===== src/rtl/acc_soc_pkg.sv =====
// ---------------------------------------------------------------------------
// acc_soc_pkg
//   Shared constants and helpers for the accelerator SoC stream plumbing.
//   CGRA_PKT_W  : width of one CGRA packet in bits
//   DMA_BEAT_W  : width of one DMA AXI-Stream beat in bits
//   n_beats()   : number of beats needed to carry one packet
//   idx_w()     : width of a beat index able to count 0..n-1 (at least 1)
//   rx_state_e  : state of the RX deserializer framing FSM
// ---------------------------------------------------------------------------
package acc_soc_pkg;

  localparam int CGRA_PKT_W = 185;
  localparam int DMA_BEAT_W = 64;

  function automatic int n_beats(input int pkt_w, input int beat_w);
    return (pkt_w + beat_w - 1) / beat_w;
  endfunction

  function automatic int idx_w(input int n);
    return (n > 1) ? $clog2(n) : 1;
  endfunction

  typedef enum logic {
    RX_ASM    = 1'b0,  // assembling beats into a packet
    RX_RESYNC = 1'b1   // dropping beats until a TLAST beat is seen
  } rx_state_e;

endpackage


===== src/rtl/cgra_pkt_deser.sv =====
// ---------------------------------------------------------------------------
// cgra_pkt_deser
//   RX half of the gearbox: packs N_BEATS stream beats (little-endian, beat k
//   carries packet bits [k*BEAT_W +: BEAT_W]) into one PKT_W packet.
//   Checks TLAST framing, checks the pad bits of the final beat, and resyncs
//   to the next TLAST after a missing-TLAST error.
// Ports
//   clk, rstn          clock, asynchronous active-low reset
//   flush              synchronous clear (drops partial / held packet)
//   s_valid/ready/data/last   beat input
//   m_valid/ready/data        packet output, data held stable until popped
//   err_trunc          1-cycle pulse: packet dropped on a framing error
//   err_pad            1-cycle pulse: nonzero pad bits on a delivered packet
// ---------------------------------------------------------------------------
module cgra_pkt_deser
  import acc_soc_pkg::*;
#(
  parameter int PKT_W    = CGRA_PKT_W,
  parameter int BEAT_W   = DMA_BEAT_W,
  parameter int CHK_LAST = 1
) (
  input  logic              clk,
  input  logic              rstn,
  input  logic              flush,
  input  logic              s_valid,
  output logic              s_ready,
  input  logic [BEAT_W-1:0] s_data,
  input  logic              s_last,
  output logic              m_valid,
  input  logic              m_ready,
  output logic [PKT_W-1:0]  m_data,
  output logic              err_trunc,
  output logic              err_pad
);

  localparam int N_BEATS = n_beats(PKT_W, BEAT_W);
  localparam int IX_W    = idx_w(N_BEATS);
  // The final beat only carries LAST_W packet bits starting at LAST_LO.
  localparam int LAST_LO = (N_BEATS - 1) * BEAT_W;
  localparam int LAST_W  = PKT_W - LAST_LO;
  localparam logic [IX_W-1:0] LAST_IX = IX_W'(N_BEATS - 1);
  localparam bit CHK = (CHK_LAST != 0);

  rx_state_e         state;
  logic [IX_W-1:0]   rix;
  logic [PKT_W-1:0]  asm_q;
  logic              beat_hs;
  logic              is_final;
  logic              pad_nz;

  // A beat may enter whenever the output slot is empty or being emptied this
  // cycle, so the final beat's write and the next packet's beat 0 can overlap
  // with the pop without losing throughput.
  assign s_ready  = ~m_valid | m_ready;
  assign beat_hs  = s_valid & s_ready;
  assign is_final = (rix == LAST_IX);
  assign m_data   = asm_q;

  if (LAST_W < BEAT_W) begin : g_pad
    assign pad_nz = |s_data[BEAT_W-1:LAST_W];
  end else begin : g_nopad
    assign pad_nz = 1'b0;
  end

  always_ff @(posedge clk or negedge rstn) begin
    if (!rstn) begin
      state     <= RX_ASM;
      rix       <= '0;
      asm_q     <= '0;
      m_valid   <= 1'b0;
      err_trunc <= 1'b0;
      err_pad   <= 1'b0;
    end else if (flush) begin
      state     <= RX_ASM;
      rix       <= '0;
      m_valid   <= 1'b0;
      err_trunc <= 1'b0;
      err_pad   <= 1'b0;
    end else begin
      err_trunc <= 1'b0;
      err_pad   <= 1'b0;
      if (m_valid && m_ready) m_valid <= 1'b0;
      if (beat_hs) begin
        case (state)
          RX_ASM: begin
            if (CHK && s_last && !is_final) begin
              // Packet ended early: drop it, the next beat starts a new one.
              rix       <= '0;
              err_trunc <= 1'b1;
            end else if (CHK && !s_last && is_final) begin
              // Packet ran long: drop it and skip to the end of this frame.
              rix       <= '0;
              err_trunc <= 1'b1;
              state     <= RX_RESYNC;
            end else begin
              for (int k = 0; k < N_BEATS - 1; k++) begin
                if (rix == IX_W'(k)) asm_q[k*BEAT_W +: BEAT_W] <= s_data;
              end
              if (is_final) begin
                // Pad bits are simply not stored, which strips them.
                asm_q[PKT_W-1:LAST_LO] <= s_data[LAST_W-1:0];
                m_valid <= 1'b1;
                err_pad <= pad_nz;
                rix     <= '0;
              end else begin
                rix <= rix + 1'b1;
              end
            end
          end
          RX_RESYNC: begin
            // The TLAST beat itself belongs to the bad frame and is dropped.
            if (s_last) state <= RX_ASM;
          end
          default: state <= RX_ASM;
        endcase
      end
    end
  end

endmodule


===== src/rtl/cgra_pkt_gearbox.sv =====
// ---------------------------------------------------------------------------
// cgra_pkt_gearbox
//   Full-duplex width converter between DMA AXI-Stream beats and whole CGRA
//   packets. RX (mem->CGRA) packs N_BEATS beats into one packet via
//   cgra_pkt_deser; TX (CGRA->mem) splits a packet into beats inline.
//   The two directions share nothing but clock, reset and flush.
// Ports
//   clk, rstn                         clock, asynchronous active-low reset
//   flush                             synchronous clear of both paths
//   s_beat_valid/ready/data/last      RX beats from DMA
//   m_pkt_valid/ready/data            RX packets to the CGRA bridge
//   s_pkt_valid/ready/data            TX packets from the CGRA bridge
//   m_beat_valid/ready/data/last      TX beats to DMA
//   err_trunc, err_pad                RX error pulses
//   rx_pkt_cnt, tx_pkt_cnt            wrapping packet counters
//
// Handshake semantics (all four interfaces): a transfer happens on a rising
// clk edge where valid & ready are both 1. A source holds valid and data
// stable until the transfer; valid never depends combinationally on ready.
// Ready may depend on the downstream ready of the same direction only.
// ---------------------------------------------------------------------------
module cgra_pkt_gearbox
  import acc_soc_pkg::*;
#(
  parameter int PKT_W    = CGRA_PKT_W,
  parameter int BEAT_W   = DMA_BEAT_W,
  parameter int CHK_LAST = 1,
  parameter int CNT_W    = 16
) (
  input  logic              clk,
  input  logic              rstn,
  input  logic              flush,
  input  logic              s_beat_valid,
  output logic              s_beat_ready,
  input  logic [BEAT_W-1:0] s_beat_data,
  input  logic              s_beat_last,
  output logic              m_pkt_valid,
  input  logic              m_pkt_ready,
  output logic [PKT_W-1:0]  m_pkt_data,
  input  logic              s_pkt_valid,
  output logic              s_pkt_ready,
  input  logic [PKT_W-1:0]  s_pkt_data,
  output logic              m_beat_valid,
  input  logic              m_beat_ready,
  output logic [BEAT_W-1:0] m_beat_data,
  output logic              m_beat_last,
  output logic              err_trunc,
  output logic              err_pad,
  output logic [CNT_W-1:0]  rx_pkt_cnt,
  output logic [CNT_W-1:0]  tx_pkt_cnt
);

  localparam int N_BEATS = n_beats(PKT_W, BEAT_W);
  localparam int IX_W    = idx_w(N_BEATS);
  localparam int LAST_LO = (N_BEATS - 1) * BEAT_W;
  localparam logic [IX_W-1:0] LAST_IX = IX_W'(N_BEATS - 1);

  // ---------------- RX path ----------------
  cgra_pkt_deser #(
    .PKT_W    (PKT_W),
    .BEAT_W   (BEAT_W),
    .CHK_LAST (CHK_LAST)
  ) u_deser (
    .clk       (clk),
    .rstn      (rstn),
    .flush     (flush),
    .s_valid   (s_beat_valid),
    .s_ready   (s_beat_ready),
    .s_data    (s_beat_data),
    .s_last    (s_beat_last),
    .m_valid   (m_pkt_valid),
    .m_ready   (m_pkt_ready),
    .m_data    (m_pkt_data),
    .err_trunc (err_trunc),
    .err_pad   (err_pad)
  );

  always_ff @(posedge clk or negedge rstn) begin
    if (!rstn) begin
      rx_pkt_cnt <= '0;
    end else if (flush) begin
      rx_pkt_cnt <= '0;
    end else if (m_pkt_valid && m_pkt_ready) begin
      rx_pkt_cnt <= rx_pkt_cnt + 1'b1;
    end
  end

  // ---------------- TX path ----------------
  logic [PKT_W-1:0] tx_buf;
  logic [IX_W-1:0]  tix;
  logic             tx_final;
  logic             pkt_hs;
  logic             beat_hs;

  assign tx_final = (tix == LAST_IX);
  // A new packet is taken while the last beat of the current one leaves, so
  // back-to-back packets stream without a bubble.
  assign s_pkt_ready = ~m_beat_valid | (m_beat_ready & tx_final);
  assign pkt_hs      = s_pkt_valid & s_pkt_ready;
  assign beat_hs     = m_beat_valid & m_beat_ready;
  assign m_beat_last = tx_final;

  // Beat select; the final beat is zero-extended so pad bits go out as 0.
  always_comb begin
    m_beat_data = '0;
    for (int k = 0; k < N_BEATS - 1; k++) begin
      if (tix == IX_W'(k)) m_beat_data = tx_buf[k*BEAT_W +: BEAT_W];
    end
    if (tx_final) m_beat_data = BEAT_W'(tx_buf[PKT_W-1:LAST_LO]);
  end

  always_ff @(posedge clk or negedge rstn) begin
    if (!rstn) begin
      tx_buf       <= '0;
      tix          <= '0;
      m_beat_valid <= 1'b0;
      tx_pkt_cnt   <= '0;
    end else if (flush) begin
      tix          <= '0;
      m_beat_valid <= 1'b0;
      tx_pkt_cnt   <= '0;
    end else begin
      if (beat_hs) begin
        if (tx_final) begin
          tix          <= '0;
          m_beat_valid <= 1'b0;
          tx_pkt_cnt   <= tx_pkt_cnt + 1'b1;
        end else begin
          tix <= tix + 1'b1;
        end
      end
      // Accepting a packet overrides the end-of-packet clear above.
      if (pkt_hs) begin
        tx_buf       <= s_pkt_data;
        tix          <= '0;
        m_beat_valid <= 1'b1;
      end
    end
  end

endmodule


===== config.mk =====
export PLATFORM = sky130hd
export DESIGN_NAME = cgra_pkt_gearbox
export DESIGN_NICKNAME = d
export VERILOG_FILES = /design/src/rtl/acc_soc_pkg.sv /design/src/rtl/cgra_pkt_deser.sv /design/src/rtl/cgra_pkt_gearbox.sv
export SDC_FILE = /design/constraint.sdc
export NUM_CORES = 1
export LEC_CHECK = 0
export CAP_MARGIN = 20
export CORE_AREA = 2 2 212 214
export DETAILED_ROUTE_END_ITERATION = 7
export DIE_AREA = 0 0 214 216
export PLACE_DENSITY_LB_ADDON = 0.12
export SLEW_MARGIN = 20
export SYNTH_ARGS = -nofsm -noshare
export SYNTH_HDL_FRONTEND = slang
export SYNTH_HIERARCHICAL = 1
export SYNTH_SLANG_ARGS = --single-unit
export TNS_END_PERCENT = 100

===== constraint.sdc =====
create_clock -name clk -period 2.35 [get_ports clk]
set_input_delay 0.47 -clock clk [delete_from_list [all_inputs] [get_ports clk]]
set_output_delay 0.47 -clock clk [all_outputs]
set_load 0.01 [all_outputs]

After elaboration in Yosys (flattened, before gate mapping)
Cells that the tools add are included.

storage, ports and cells
  input port bits = 257
  logic and storage cells = 100
  bits in registers = 411

cells by class
  $add $sub $neg = 4
  mux-type cells = 45
  equal/unequal tests = 5
  bitwise operators = 12
  reduce and logical (&&, ||, !) cells = 21

operator list
  operator                                                         number
  64-bit two-way mux                                               3
  16-bit two-way mux                                               5
  16-bit by 1-bit adder with 16-bit output, second input constant  2
  1-bit two-way mux                                                26
  2-bit two-way mux                                                10
  6-bit AND reduction                                              3
  2-bit AND reduction                                              4
  2-bit nonzero test                                               4
  7-bit OR reduction                                               1
  1-bit NOT                                                        6
  3-bit nonzero test                                               2
  2-bit by 1-bit adder with 2-bit output, second input constant    2
  1-bit AND                                                        4
  2-bit by 1-bit == test with 1-bit output, second input constant  2
  2-bit == test, second input constant                             2
  2-bit logical NOT                                                2
  1-bit logical AND                                                3
  1-bit logical NOT                                                2
  2-bit != test, second input constant                             1
  1-bit bitwise OR                                                 2
  1-bit case mux with 2 select lines                               1

Longest topological paths before layout
  depth after elaboration = 8
  mapped depth = 8

Hierarchy
Netlist, hierarchy kept.

by module, submodules not included
  module            seq. area each (µm²)  area an instance (µm²)  instances  cells each
  cgra_pkt_gearbox  5,505.3               10,566.4                1          783
  cgra_pkt_deser    4,779.6               7,888.8                 1          429

Worst setup path after synthesis
OpenSTA, ideal clock, no wires.

  path kind = reg-to-reg
  start = register u_deser.rix[1]
  end = register u_deser.asm_q[100] (netlist: u_deser/m_data[100])
  stages on the path, launching flop included = 8
  buffers on the path = 1
  arrival time = 1.817 ns
  setup slack = 0.408 ns
  setup time = 0.125 ns
  required time = 2.225 ns
  cell sequence = dfrtp_1 -> nand2b_1 -> inv_1 -> ha_1 -> nor2b_4 -> nand4_4 -> buf_6 -> mux2_4

on the way
  word-level cells in the longest chain between the ends = 5
  elaborated cells between the ends (all ways) = 8
  classes of those cells = eq/ne: 2; bitwise: 2; reduce/logical: 4

RTL lines
  what                                      line                   text
  from (decl)                               cgra_pkt_deser.sv:45   logic [IX_W-1:0] rix;
  from (signal assigned)                    cgra_pkt_deser.sv:106  rix <= rix + 1'b1;
  2-bit == test                             cgra_pkt_deser.sv:56   assign is_final = (rix == LAST_IX);
  1-bit logical NOT                         cgra_pkt_deser.sv:86   if (CHK && s_last && !is_final) begin
  1-bit logical AND                         cgra_pkt_deser.sv:86
  1-bit NOT (no source line)                --
  6-bit AND reduction (no source line) (*)  --
  to (signal, indexed assignment)           cgra_pkt_deser.sv:97   if (rix == IX_W'(k)) asm_q[k*BEAT_W +: BEAT_W] <= s_data;
  to (signal, indexed assignment)           cgra_pkt_deser.sv:101  asm_q[PKT_W-1:LAST_LO] <= s_data[LAST_W-1:0];
  to (decl)                                 cgra_pkt_deser.sv:46   logic [PKT_W-1:0] asm_q;

Every way passes the cells marked *; elsewhere a longest branch is shown, timed or not.
A chain may end at the register's enable or synchronous reset.

Worst setup path after layout
  start = register tix[1]
  end = output port m_beat_data[48]

on the way
  word-level cells in the longest chain between the ends = 4
  elaborated cells between the ends (all ways) = 6
  classes of those cells = eq/ne: 2; mux: 3; reduce/logical: 1

RTL lines
  what                             line                     text
  from (decl)                      cgra_pkt_gearbox.sv:90   logic [IX_W-1:0] tix;
  from (signal assigned)           cgra_pkt_gearbox.sv:129  tix <= tix + 1'b1;
  2-bit logical NOT                cgra_pkt_gearbox.sv:107  if (tix == IX_W'(k)) m_beat_data = tx_buf[k*BEAT_W +: BEAT_W];
  64-bit two-way mux (2 in a row)  cgra_pkt_gearbox.sv:107
  64-bit two-way mux (*)           cgra_pkt_gearbox.sv:109  if (tx_final) m_beat_data = BEAT_W'(tx_buf[PKT_W-1:LAST_LO]);
  to (decl)                        cgra_pkt_gearbox.sv:45   output logic [BEAT_W-1:0] m_beat_data,

Marks and branches as above.

==> impl_metrics.ini <==
[status]
outcome = finished, violations left
violations = setup timing

[sta]
clock_skew_ns = 0.0103
hold_slack_ns = 0.267
setup_slack_ns = -0.108
final_max_slew_viol_count = 0
rsz0062_at_grt = yes
period_share_pct = 105
period_needed_ns = 2.46
hold_violations = 0
relSlewSlack_pct = 72.9
setup_viol = 47
worstMarginPinSlew_ns = 0.403
timing.fmax_mhz = 407

[floorplanning]
die_height_microns = 216
fp.dieW_microns = 214
io_pins = 545
die_area_sq_um = 46200
std_cell_rows = 77
initial_utilization_pct = 42.1
coreArea_sq_um = 43800

[drt]
drtPass1Iterations = 4
via_per_inst = 4.99
wl_per_cell_microns = 22.0
drcViolationCount = 0
wl_mm = 54.3
drt_iter0_drc = 552
drt.antenna.violating_nets = 0
num_vias = 12300

[yosys]
synthArstFlopShare_pct = 100
ys_warn_count = 6
synthesis.nets = 1474
synth_seq_area_share_pct = 55.7
synth.distinct_cells = 41
ys_ff_latch = 411
synth_area_sq_um = 18500
avgSynthCellArea_sq_um = 15.2
syn-instance-count = 1212
ys.flop_type = dfrtp_1
synth_edf_count = 0

[clock_tree]
cts_tree = built
cts-buffers-inserted = 46
clk_pin_slew_ns = 0.06
cts_sinks = 411
clk_latency_ns = 0.57
cts-htree-levels = 2
cts-root-buf = clkbuf_16
cts_buffer_depth = 3

[global_route]
track_usage_pct = 23.4
antenna_found_initial = 11
first_global_vias = 13200
grt_pass1_wl_mm = 82.9
grt_max_degree = 72
gr-total-overflow = 0

[worst_setup_path]
crit_path_top_delay_cell = dfrtp_4
critPathLaunchType = flip-flop
crit_end = m_beat_data[48]
slowest_delay_ns = 0.53
path_max_fanout = 5
r2r_cells = 7
r2r-end = u_deser/m_data[79]
critPathRequiredTime_ns = 1.88
critical_path.cell_chain = nor2b_4 > buf_12 > buf_12 > buf_16 > nand2_2 > o21ai_1 > buf_2
worstReg2RegStart = u_deser/rix[0]
cp_num_cells = 7
path_buf_inv = 4
critPathKind = flip-flop to primary output
critical_path.top_delay_family = buffers and inverters
worstSetupEndpointType = primary output
worstSetupStartpoint = tix[1]
critPathArrivalTime_ns = 1.99
r2r_setup_slack_ns = 0.19
critPathMostFrequentCell = buf_12

[job]
maxCapViolCount = 0

[placed_design]
port_buffers = 544
place.gp.congestion = 0.846
hpwlAfterDp_mm = 39.0

[finish]
nets = 2098
syn2layout_area_growth_pct = 47.4
mostFrequentLayoutCell = clkdlybuf4s50_1
utilization_pct = 62.0
post_route_cells_drive_above_1_share_pct = 36.7
layout_common_cells = 478 x clkdlybuf4s50_1, 408 x dfrtp_1, 300 x mux2_4

[pwr]
vdd_drop_max_v = 0.000485
total_leakage_power_nw = 12.3
cellPowerDensity_nw_per_um2 = 801

[min_path]
hold_path_class = primary input to flip-flop
## layer usage
metal,vias to the layer above,GRT usage [%],share of wire [%]
li1,5579,-,-
met5,-,0,0.15
met2,349,38.9,50
met4,12,9.11,3.0
met1,6297,29.4,41
met3,98,5.74,6.1
## worst min-delay path by stage
stage	endpoint	startpoint	slack, ns	cells past startpoint
2_1_floorplan	m_beat_valid	rstn	0.17	0
3_3_place_gp	u_deser/m_data[142]	rstn	0.39	1
5_1_grt	u_deser/err_pad	flush	0.25	2
4_1_cts	u_deser/err_pad	flush	0.23	2
6_report	u_deser/err_pad	flush	0.27	2
3_5_place_dp	u_deser/m_data[142]	rstn	0.39	1
## layout make-up
type / count / area [sq um]
Clock buffer: 74 / 1400
Tap cell: 592 / 741
Fill cell: 3422 / 16600
Timing Repair Buffer: 644 / 6700
Antenna cell: 8 / 20.0
Sequential cell: 411 / 10300
Clock inverter: 8 / 92.6
Multi-Input combinational cell: 727 / 7930
Inverter: 6 / 22.5
## Yosys cell counts (11+ instances only)
cell type	count	area [sq um]
a21oi_1	20	100
buf_2	11	55.1
buf_6	25	282
clkbuf_1	19	71.3
dfrtp_1	411	10300
mux2_2	70	788
mux2_4	300	4500
mux2i_1	65	651
nand2_1	73	274
nand3_1	11	55.1
nand4_1	11	68.8
nor2_1	31	116
o21ai_0	68	340
## state kept, by name, summed over array words and instances, names as in the netlist
name               flops
tx_buf               185
u_deser/m_data       185
rx_pkt_cnt            16
tx_pkt_cnt            16
tix                    2
u_deser/rix            2
m_beat_valid           1
u_deser/err_pad        1
u_deser/err_trunc      1
u_deser/m_valid        1
u_deser/state          1
## report_power, final
group	internal, W	switching (W)	leakage [nW]
clock network	0.00428	0.00287	0.729
registers	0.00831	0.000788	5.10
logic	0.00353	0.00201	6.50
total	0.0161	0.00567	12.3
## kinds of logic (layout without fill, tap and decap cells)
kind of cell	Yosys count	count (layout)	synth area share, %
xor+xnor	18	18	0.854
compound gates	95	95	2.79
mux	435	435	32.2
other cells	0	8	0
fa+ha+maj	5	5	0.339
flops	411	411	55.7
buf+inv	74	732	3.25
simple gates	174	174	4.84
## stage by stage
stage                     cell area (sq um)  total power, W  instances  worst slack (ns)  setup TNS [ns]
after floorplan                       18500          0.0115       1212             0.408               0
after global placement                25000          0.0145       2356            -0.167          -19.39
after detailed placement              25000          0.0146       2356            -0.182          -19.73
after CTS                             26900          0.0219       2461            -0.190           -7.25
after global routing                  27200          0.0227       2467            -0.181           -7.20
final                                 27200          0.0218       2470            -0.108           -2.62
## timing repair
item | CTS | global route
endpoints found under the hold margin | 38 | 0
pin swaps | 13 | 18
setup buffers | 13 | 3
gates resized for setup | 373 | 108
cloned | 9 | 0
setup endpoints to repair | 67 | 66
hold buffers | 1 | 0
Note: power is estimated with default switching activity, not from simulation.
